**src/rtl/int_to_float_pkg.sv**
```systemverilog
// Shared types and helpers for the pipelined integer-to-IEEE-754 converter.
// Rounding-mode encoding, exponent bias, derived widths and the round-increment decision.
package int_to_float_pkg;

    typedef enum logic [1:0] {
        RM_RNE = 2'b00,
        RM_RTZ = 2'b01,
        RM_RDN = 2'b10,
        RM_RUP = 2'b11
    } round_mode_t;

    localparam int RMODE_WIDTH       = 2;
    localparam int DEFAULT_INT_WIDTH = 32;
    localparam int DEFAULT_EXP_WIDTH = 8;
    localparam int DEFAULT_MAN_WIDTH = 23;
    localparam int DEFAULT_TAG_WIDTH = 4;

    function automatic int expBias(input int expWidth);
        return (1 << (expWidth - 1)) - 1;
    endfunction

    function automatic int lzWidth(input int width);
        return $clog2(width + 1);
    endfunction

    function automatic int packedWidth(input int expWidth, input int manWidth);
        return 1 + expWidth + manWidth;
    endfunction

    function automatic logic roundIncrement(
        input round_mode_t mode,
        input logic        sign,
        input logic        keptLsb,
        input logic        guardBit,
        input logic        stickyBit
    );
        logic inc;
        case (mode)
            RM_RNE:  inc = guardBit & (stickyBit | keptLsb);
            RM_RTZ:  inc = 1'b0;
            RM_RDN:  inc = sign & (guardBit | stickyBit);
            default: inc = !sign & (guardBit | stickyBit);
        endcase
        return inc;
    endfunction

endpackage

```
**src/rtl/int_to_float_pipe_if.sv**
```systemverilog
// Operand/result handshake bundle for int_to_float_pipe.
// master = producer of operands and consumer of results; slave = the converter.
interface int_to_float_pipe_if #(
    parameter int INT_WIDTH = 32,
    parameter int EXP_WIDTH = 8,
    parameter int MAN_WIDTH = 23,
    parameter int TAG_WIDTH = 4
);
    import int_to_float_pkg::*;

    logic                           in_valid;
    logic                           in_ready;
    logic [INT_WIDTH-1:0]           in_data;
    logic                           in_signed;
    round_mode_t                    in_rmode;
    logic [TAG_WIDTH-1:0]           in_tag;

    logic                           out_valid;
    logic                           out_ready;
    logic [EXP_WIDTH+MAN_WIDTH:0]   out_data;
    logic [TAG_WIDTH-1:0]           out_tag;

    modport master (
        output in_valid, in_data, in_signed, in_rmode, in_tag, out_ready,
        input  in_ready, out_valid, out_data, out_tag
    );

    modport slave (
        input  in_valid, in_data, in_signed, in_rmode, in_tag, out_ready,
        output in_ready, out_valid, out_data, out_tag
    );

endinterface

```
**src/rtl/int_to_float_pipe_lzc.sv**
```systemverilog
// Combinational leading-zero counter; an all-zero input yields WIDTH.
module leading_zero_counter
    import int_to_float_pkg::*;
#(
    parameter int WIDTH = 32
) (
    input  logic [WIDTH-1:0]          value,
    output logic [lzWidth(WIDTH)-1:0] count
);

    localparam int CW = lzWidth(WIDTH);

    // Scanning upward lets the highest set bit win.
    always_comb begin
        count = CW'(WIDTH);
        for (int unsigned i = 0; i < WIDTH; i++) begin
            if (value[i]) begin
                count = CW'(WIDTH - 1 - i);
            end
        end
    end

endmodule

```
**src/rtl/int_to_float_pipe.sv**
```systemverilog
// Three-stage integer-to-IEEE-754 converter with valid/ready handshake and tag passthrough.
// Optional INT_TO_FLOAT_FLAGS_EN adds out_inexact, sticky flag_inexact and flag_clear.
module int_to_float_pipe
    import int_to_float_pkg::*;
#(
    parameter int INT_WIDTH = 32,
    parameter int EXP_WIDTH = 8,
    parameter int MAN_WIDTH = 23,
    parameter int TAG_WIDTH = 4
) (
    input  logic               clk,
    input  logic               reset,
    int_to_float_pipe_if.slave bus
`ifdef INT_TO_FLOAT_FLAGS_EN
    ,
    output logic               out_inexact,
    output logic               flag_inexact,
    input  logic               flag_clear
`endif
);

    localparam int OUT_WIDTH  = packedWidth(EXP_WIDTH, MAN_WIDTH);
    localparam int KEPT_WIDTH = MAN_WIDTH + 1;
    localparam int LZ_WIDTH   = lzWidth(INT_WIDTH);
    localparam int BIAS       = expBias(EXP_WIDTH);

    if (INT_WIDTH < 2 || INT_WIDTH >= (1 << (EXP_WIDTH - 1))) begin : gen_width_check
        $error("int_to_float_pipe: INT_WIDTH must satisfy 2 <= INT_WIDTH < 2**(EXP_WIDTH-1)");
    end

    logic adv;
    assign adv          = !bus.out_valid || bus.out_ready;
    assign bus.in_ready = adv;

    // Stage 1: sign/magnitude split
    logic                 inSign;
    logic [INT_WIDTH-1:0] inMag;

    always_comb begin
        inSign = bus.in_signed & bus.in_data[INT_WIDTH-1];
        inMag  = inSign ? -bus.in_data : bus.in_data;
    end

    logic                 s1Valid;
    logic                 s1Sign;
    logic                 s1Zero;
    logic [INT_WIDTH-1:0] s1Mag;
    round_mode_t          s1Rmode;
    logic [TAG_WIDTH-1:0] s1Tag;

    always_ff @(posedge clk or negedge reset) begin
        if (!reset) begin
            s1Valid <= 1'b0;
            s1Sign  <= 1'b0;
            s1Zero  <= 1'b0;
            s1Mag   <= '0;
            s1Rmode <= RM_RNE;
            s1Tag   <= '0;
        end else if (adv) begin
            s1Valid <= bus.in_valid;
            s1Sign  <= inSign;
            s1Zero  <= (bus.in_data == '0);
            s1Mag   <= inMag;
            s1Rmode <= bus.in_rmode;
            s1Tag   <= bus.in_tag;
        end
    end

    // Stage 2: normalise and extract guard/sticky
    logic [LZ_WIDTH-1:0]   lzCount;
    logic [INT_WIDTH-1:0]  norm;
    logic [EXP_WIDTH-1:0]  normExp;
    logic [KEPT_WIDTH-1:0] kept;
    logic                  guardBit;
    logic                  stickyBit;

    leading_zero_counter #(.WIDTH(INT_WIDTH)) uLzc (
        .value (s1Mag),
        .count (lzCount)
    );

    always_comb begin
        norm    = s1Mag << lzCount;
        normExp = s1Zero ? '0 : EXP_WIDTH'(BIAS + INT_WIDTH - 1) - EXP_WIDTH'(lzCount);
    end

    if (INT_WIDTH > KEPT_WIDTH) begin : gen_round
        logic [INT_WIDTH-1:0] stickyVec;
        assign stickyVec = norm << (KEPT_WIDTH + 1);
        assign kept      = norm[INT_WIDTH-1 -: KEPT_WIDTH];
        assign guardBit  = norm[INT_WIDTH-KEPT_WIDTH-1];
        assign stickyBit = |stickyVec;
    end else begin : gen_exact
        assign kept      = KEPT_WIDTH'(norm) << (KEPT_WIDTH - INT_WIDTH);
        assign guardBit  = 1'b0;
        assign stickyBit = 1'b0;
    end

    logic                  s2Valid;
    logic                  s2Sign;
    logic [EXP_WIDTH-1:0]  s2Exp;
    logic [KEPT_WIDTH-1:0] s2Kept;
    logic                  s2Guard;
    logic                  s2Sticky;
    round_mode_t           s2Rmode;
    logic [TAG_WIDTH-1:0]  s2Tag;

    always_ff @(posedge clk or negedge reset) begin
        if (!reset) begin
            s2Valid  <= 1'b0;
            s2Sign   <= 1'b0;
            s2Exp    <= '0;
            s2Kept   <= '0;
            s2Guard  <= 1'b0;
            s2Sticky <= 1'b0;
            s2Rmode  <= RM_RNE;
            s2Tag    <= '0;
        end else if (adv) begin
            s2Valid  <= s1Valid;
            s2Sign   <= s1Sign;
            s2Exp    <= normExp;
            s2Kept   <= kept;
            s2Guard  <= guardBit;
            s2Sticky <= stickyBit;
            s2Rmode  <= s1Rmode;
            s2Tag    <= s1Tag;
        end
    end

    // Stage 3: round, renormalise on carry-out, pack
    logic                  roundUp;
    logic [KEPT_WIDTH:0]   rounded;
    logic [EXP_WIDTH-1:0]  finalExp;
    logic [OUT_WIDTH-1:0]  packedResult;

    always_comb begin
        roundUp  = roundIncrement(s2Rmode, s2Sign, s2Kept[0], s2Guard, s2Sticky);
        rounded  = {1'b0, s2Kept} + (KEPT_WIDTH + 1)'(roundUp);
        finalExp = s2Exp + EXP_WIDTH'(rounded[KEPT_WIDTH]);
        // No leading one means a zero operand, which always packs as +0.
        packedResult = (rounded[KEPT_WIDTH] | rounded[MAN_WIDTH])
                     ? {s2Sign, finalExp, rounded[MAN_WIDTH-1:0]}
                     : '0;
    end

    always_ff @(posedge clk or negedge reset) begin
        if (!reset) begin
            bus.out_valid <= 1'b0;
            bus.out_data  <= '0;
            bus.out_tag   <= '0;
        end else if (adv) begin
            bus.out_valid <= s2Valid;
            bus.out_data  <= packedResult;
            bus.out_tag   <= s2Tag;
        end
    end

`ifdef INT_TO_FLOAT_FLAGS_EN
    always_ff @(posedge clk or negedge reset) begin
        if (!reset) begin
            out_inexact <= 1'b0;
        end else if (adv) begin
            out_inexact <= s2Guard | s2Sticky;
        end
    end

    // A set in the same cycle as a clear takes priority.
    always_ff @(posedge clk or negedge reset) begin
        if (!reset) begin
            flag_inexact <= 1'b0;
        end else if (bus.out_valid && bus.out_ready && out_inexact) begin
            flag_inexact <= 1'b1;
        end else if (flag_clear) begin
            flag_inexact <= 1'b0;
        end
    end
`endif

endmodule
```
**src/flat_wrapper.sv**
```systemverilog
// flat-port wrapper written by rule: the top's interface ports become plain ports
module int_to_float_pipe_flat import int_to_float_pkg::*;
#(
    parameter int INT_WIDTH = 32,
    parameter int EXP_WIDTH = 8,
    parameter int MAN_WIDTH = 23,
    parameter int TAG_WIDTH = 4
)
  (clk, reset, bus_in_valid, bus_in_data, bus_in_signed, bus_in_rmode, bus_in_tag, bus_out_ready, bus_in_ready, bus_out_valid, bus_out_data, bus_out_tag);
  int_to_float_pipe_if #(.INT_WIDTH(INT_WIDTH), .EXP_WIDTH(EXP_WIDTH), .MAN_WIDTH(MAN_WIDTH), .TAG_WIDTH(TAG_WIDTH)) bus_i ();
  input  logic clk;
  input  logic reset;
  input wire logic [$bits(bus_i.in_valid)-1:0] bus_in_valid;
  input wire logic [$bits(bus_i.in_data)-1:0] bus_in_data;
  input wire logic [$bits(bus_i.in_signed)-1:0] bus_in_signed;
  input wire logic [$bits(bus_i.in_rmode)-1:0] bus_in_rmode;
  input wire logic [$bits(bus_i.in_tag)-1:0] bus_in_tag;
  input wire logic [$bits(bus_i.out_ready)-1:0] bus_out_ready;
  output wire logic [$bits(bus_i.in_ready)-1:0] bus_in_ready;
  output wire logic [$bits(bus_i.out_valid)-1:0] bus_out_valid;
  output wire logic [$bits(bus_i.out_data)-1:0] bus_out_data;
  output wire logic [$bits(bus_i.out_tag)-1:0] bus_out_tag;
  assign bus_i.in_valid = bus_in_valid;
  assign bus_i.in_data = bus_in_data;
  assign bus_i.in_signed = bus_in_signed;
  assign bus_i.in_rmode = bus_in_rmode;
  assign bus_i.in_tag = bus_in_tag;
  assign bus_i.out_ready = bus_out_ready;
  assign bus_in_ready = bus_i.in_ready;
  assign bus_out_valid = bus_i.out_valid;
  assign bus_out_data = bus_i.out_data;
  assign bus_out_tag = bus_i.out_tag;
  int_to_float_pipe #(.INT_WIDTH(INT_WIDTH), .EXP_WIDTH(EXP_WIDTH), .MAN_WIDTH(MAN_WIDTH), .TAG_WIDTH(TAG_WIDTH)) u_core (.clk(clk), .reset(reset), .bus(bus_i));
endmodule
```
**config.mk**
```make
export PLATFORM = sky130hd
export DESIGN_NAME = int_to_float_pipe_flat
export DESIGN_NICKNAME = d
export VERILOG_FILES = /design/src/rtl/int_to_float_pkg.sv /design/src/rtl/int_to_float_pipe_if.sv /design/src/rtl/int_to_float_pipe_lzc.sv /design/src/rtl/int_to_float_pipe.sv /design/src/flat_wrapper.sv
export SDC_FILE = /design/constraint.sdc
export NUM_CORES = 1
export LEC_CHECK = 0
export ABC_CLOCK_PERIOD_IN_PS = 8700
export CORE_ASPECT_RATIO = 1.25
export CORE_UTILIZATION = 50
export CTS_CLUSTER_DIAMETER = 50
export CTS_CLUSTER_SIZE = 28
export DETAILED_ROUTE_END_ITERATION = 6
export PLACE_DENSITY = 0.72
export SLEW_MARGIN = 20
export SYNTH_ARGS = -nofsm -noshare
export SYNTH_HDL_FRONTEND = slang
export SYNTH_HIERARCHICAL = 1
export SYNTH_SLANG_ARGS = --single-unit
```
**constraint.sdc**
```tcl
create_clock -name clk -period 8.7 [get_ports clk]
set_clock_uncertainty 0.2 [all_clocks]
set_input_delay 1.305 -clock clk [delete_from_list [all_inputs] [get_ports clk]]
set_output_delay 1.305 -clock clk [all_outputs]
set_load 0.02 [all_outputs]
```
==> impl_metrics.json <==
{
  "layoutNonFillerInstCount": 1075,
  "critPathRequiredTime_ps": 7190,
  "firstDrtPassIters": 5,
  "post_route_cells_drive_above_1_share_pct": 14.7,
  "synthXorXnorAreaFrac_pct": 6.58,
  "yosys.area.top_type": "dfrtp_1",
  "synth_edf_count": 0,
  "grt_max_degree": 79,
  "cp-start-kind": "input pin",
  "cellInternalPower_w": 0.00183,
  "drt-initial-drc-count": 360,
  "grt_pass1_vias": 5839,
  "syn_area_per_cell_um2": 9.40,
  "placed_cells": 1044,
  "start_util_pct": 51.4,
  "critPathSlowestCell": "clkdlybuf4s50_1",
  "cts_root_buf": "clkbuf_16",
  "overflow": 0,
  "critPathKind": "input pin to output port",
  "tns_ps": 0,
  "worst_pin_slew_ps": 977,
  "ys.flop_type": "dfrtp_1",
  "placed_cell_area_um2": 8630,
  "die_h_um": 141,
  "synth.lib_cells_used.distinct": 68,
  "via_per_inst": 5.85,
  "final_common_cell": "nand2_1",
  "r2r_slack_ps": 4740,
  "io_pins": 81,
  "cts_tree": "built",
  "hold_viol": 0,
  "rows": 50,
  "clock_path_buffers": 2,
  "postRouteAntennaNets": 0,
  "hold_start": "u_core/s2Valid",
  "synth_top_family_by_area": "simple AND/OR/NAND/NOR gates",
  "pwr-share-comb_pct": 43.4,
  "syn2layout_area_growth_pct": 19.6,
  "finalSetupViolCount": 0,
  "grt_pass1_wl_mm": 29.4,
  "fillers": 1293,
  "clkSlewWorstSetupHoldPaths_ps": 60,
  "clk_latency_ps": 410,
  "crit_fanout": 2,
  "cp_common_cell": "clkdlybuf4s50_1",
  "htreeDepth": 4,
  "path_delay_family": "buffers and inverters",
  "finish.instance_area_um2": 9230,
  "drv_cap": 0,
  "ir_worst_vdd_mv": 0.147,
  "crit_path_end_kind": "output port",
  "synthSimpleGateAreaFrac_pct": 19.1,
  "portBuffers": 80,
  "fp.dieW_um": 113,
  "final_nets": 930,
  "final_cell_mix": "nand2_1 (150), dfrtp_1 (120), clkdlybuf4s50_1 (79), nor2_1 (60), o21ai_0 (45)",
  "sw_frac_of_total_pct": 39.1,
  "postLayoutCoreUtil_pct": 61.5,
  "relSlewSlack_pct": 33.9,
  "drv_slew": 0,
  "gp_congestion": 0.904,
  "period_share_pct": 46.3,
  "synth-compound-area-share_pct": 16.6,
  "hold_path.class": "register to register",
  "syn_area_um2": 7720,
  "ctsHoldBuffers": 0,
  "diodes": 0,
  "grt_antenna_before_repair": 0,
  "syn-num-nets": 870,
  "num_vias": 6290,
  "seq_area_frac_synth_pct": 38.9,
  "seqPwrFrac_pct": 32.8,
  "period_minus_slack_ps": 4030,
  "synth_seq_cells": 120,
  "yosys-top-cells-area": "dfrtp_1 (39%), mux4_2 (9.3%), nand2_1 (7.3%)",
  "fmaxAchievable_ghz": 0.248,
  "ys_warn_count": 6,
  "postCtsSetupBuffers": 0,
  "hpwl_mm": 12.6,
  "p_clk_share_pct": 23.8,
  "drc": 0,
  "switchingPower_w": 0.00118,
  "synth_mux_area_share_pct": 13.7,
  "cts_inserted_buffers": 17,
  "critPathMaxStageDelay_ps": 600,
  "core_area_um2": 15000,
  "postSynthCellCount": 821,
  "regToRegStartpoint": "u_core/s1Mag[0]",
  "wirelength_mm": 17.8,
  "rsz0062_at_grt": "false",
  "p_total_w": 0.00301,
  "status": "finished clean",
  "arrival_ps": 2520,
  "async_reset_ff_share_pct": 100,
  "p_per_area_nw_per_um2": 326,
  "wl_per_cell_um": 16.5,
  "die_area_um2": 15900,
  "grt_util_all_layers_pct": 23.1,
  "yosysTopAreaCellShare_pct": 38.9,
  "synthAdderAreaFrac_pct": 0.972,
  "startpoint": "bus_out_ready",
  "clock_sinks": 120,
  "postCtsResizedCells": 0,
  "critical_path.cell_chain": "clkdlybuf4s50_1 -> nor2b_4 -> inv_2 -> clkdlybuf4s50_1",
  "crit_buf_inv": 3,
  "leakagePower_nw": 3.65
}
[registers in the layout, indices dropped and copies added (netlist names), 4 cells and up]
signal / flops
u_core/bus.out_data: 32
u_core/bus.out_tag: 4
u_core/s1Mag: 32
u_core/s1Tag: 4
u_core/s2Exp: 8
u_core/s2Kept: 24
u_core/s2Tag: 4
[stage by stage]
stage / worst slack [ps] / hold WS [ps]
6_report: 4670 / 265
5_1_grt: 4530 / 288
4_1_cts: 4660 / 269
3_5_place_dp: 4620 / 256
3_3_place_gp: 4640 / 248
2_1_floorplan: 5270 / 230
[power groups by stage]
stage | clock (W) | combinational [W] | sequential [W]
global placement | 0 | 0.00129 | 0.000984
global route | 0.000750 | 0.00142 | 0.00102
CTS | 0.000724 | 0.00131 | 0.000986
finish | 0.000715 | 0.00130 | 0.000987
detailed placement | 0 | 0.00130 | 0.000995
floorplan | 0 | 0.000876 | 0.00101
[cell families (layout without fill, tap and decap cells)]
group                      after synthesis  count (layout)
DFF                                    120             120
and+or+nand+nor                        312             312
AOI/OAI and AO/OA                      187             187
muxes                                   64              64
xor gates and xnor gates                58              58
buffers and inverters                   74             146
adders and majority gates                6               6
[tightest hold or removal path, stage by stage, from the launching register on]
cell,delay (ps)
dfrtp_1,340
nand2_1,50
nand2_1,50
[area by class of cell]
cell class                 count  area, µm²  share of cell area (%)
clock buffer                  17        425                    4.61
multi-input combinational    627       4440                    48.0
timing repair buffer          90        873                    9.46
sequential                   120       3000                    32.5
inverter                      25       93.8                    1.02
clock inverter                14        174                    1.88
tap                          182        228                    2.47
[routing by layer]
layer / vias to the layer above / share of wire [%] / track usage, %
li1: 3110 / - / -
met1: 2998 / 44 / 29.9
met2: 154 / 51 / 39.7
met3: 28 / 2.9 / 3.01
met4: 0 / 2.1 / 8.45
met5: - / 0 / 0
[cell usage after synthesis (4+ instances only)]
cell type  number
nand2_1       150
dfrtp_1       120
nor2_1         60
o21ai_0        45
xnor2_1        36
mux4_2         32
o21ai_2        30
a21oi_1        29
clkbuf_1       29
inv_1          23
xor2_1         22
mux2i_1        21
nor3_1         19
a31oi_1        16
nand3_1        15
nor4_1         13
mux2_2         11
o31ai_1        11
nand4_1         9
buf_2           8
or4_1           8
a22o_1          7
buf_1           7
ha_1            6
a22oi_1         5
o22ai_1         5
and2_1          4
and3_1          4
and4_1          4
buf_6           4
nand2b_1        4
o221ai_1        4
[path summary, 6_finish.rpt]
path	end	cells after the start
worst max-delay path	bus_in_ready	4
worst min-delay path	u_core/s2Valid	2
worst max register to register	u_core/s2Kept[16]	10
worst min register to register	u_core/s2Valid	2
max in group asynchronous	u_core/s2Rmode[1]	2
min in group asynchronous	u_core/s1Mag[31]	1
Note: power is estimated with default switching activity, not from simulation.
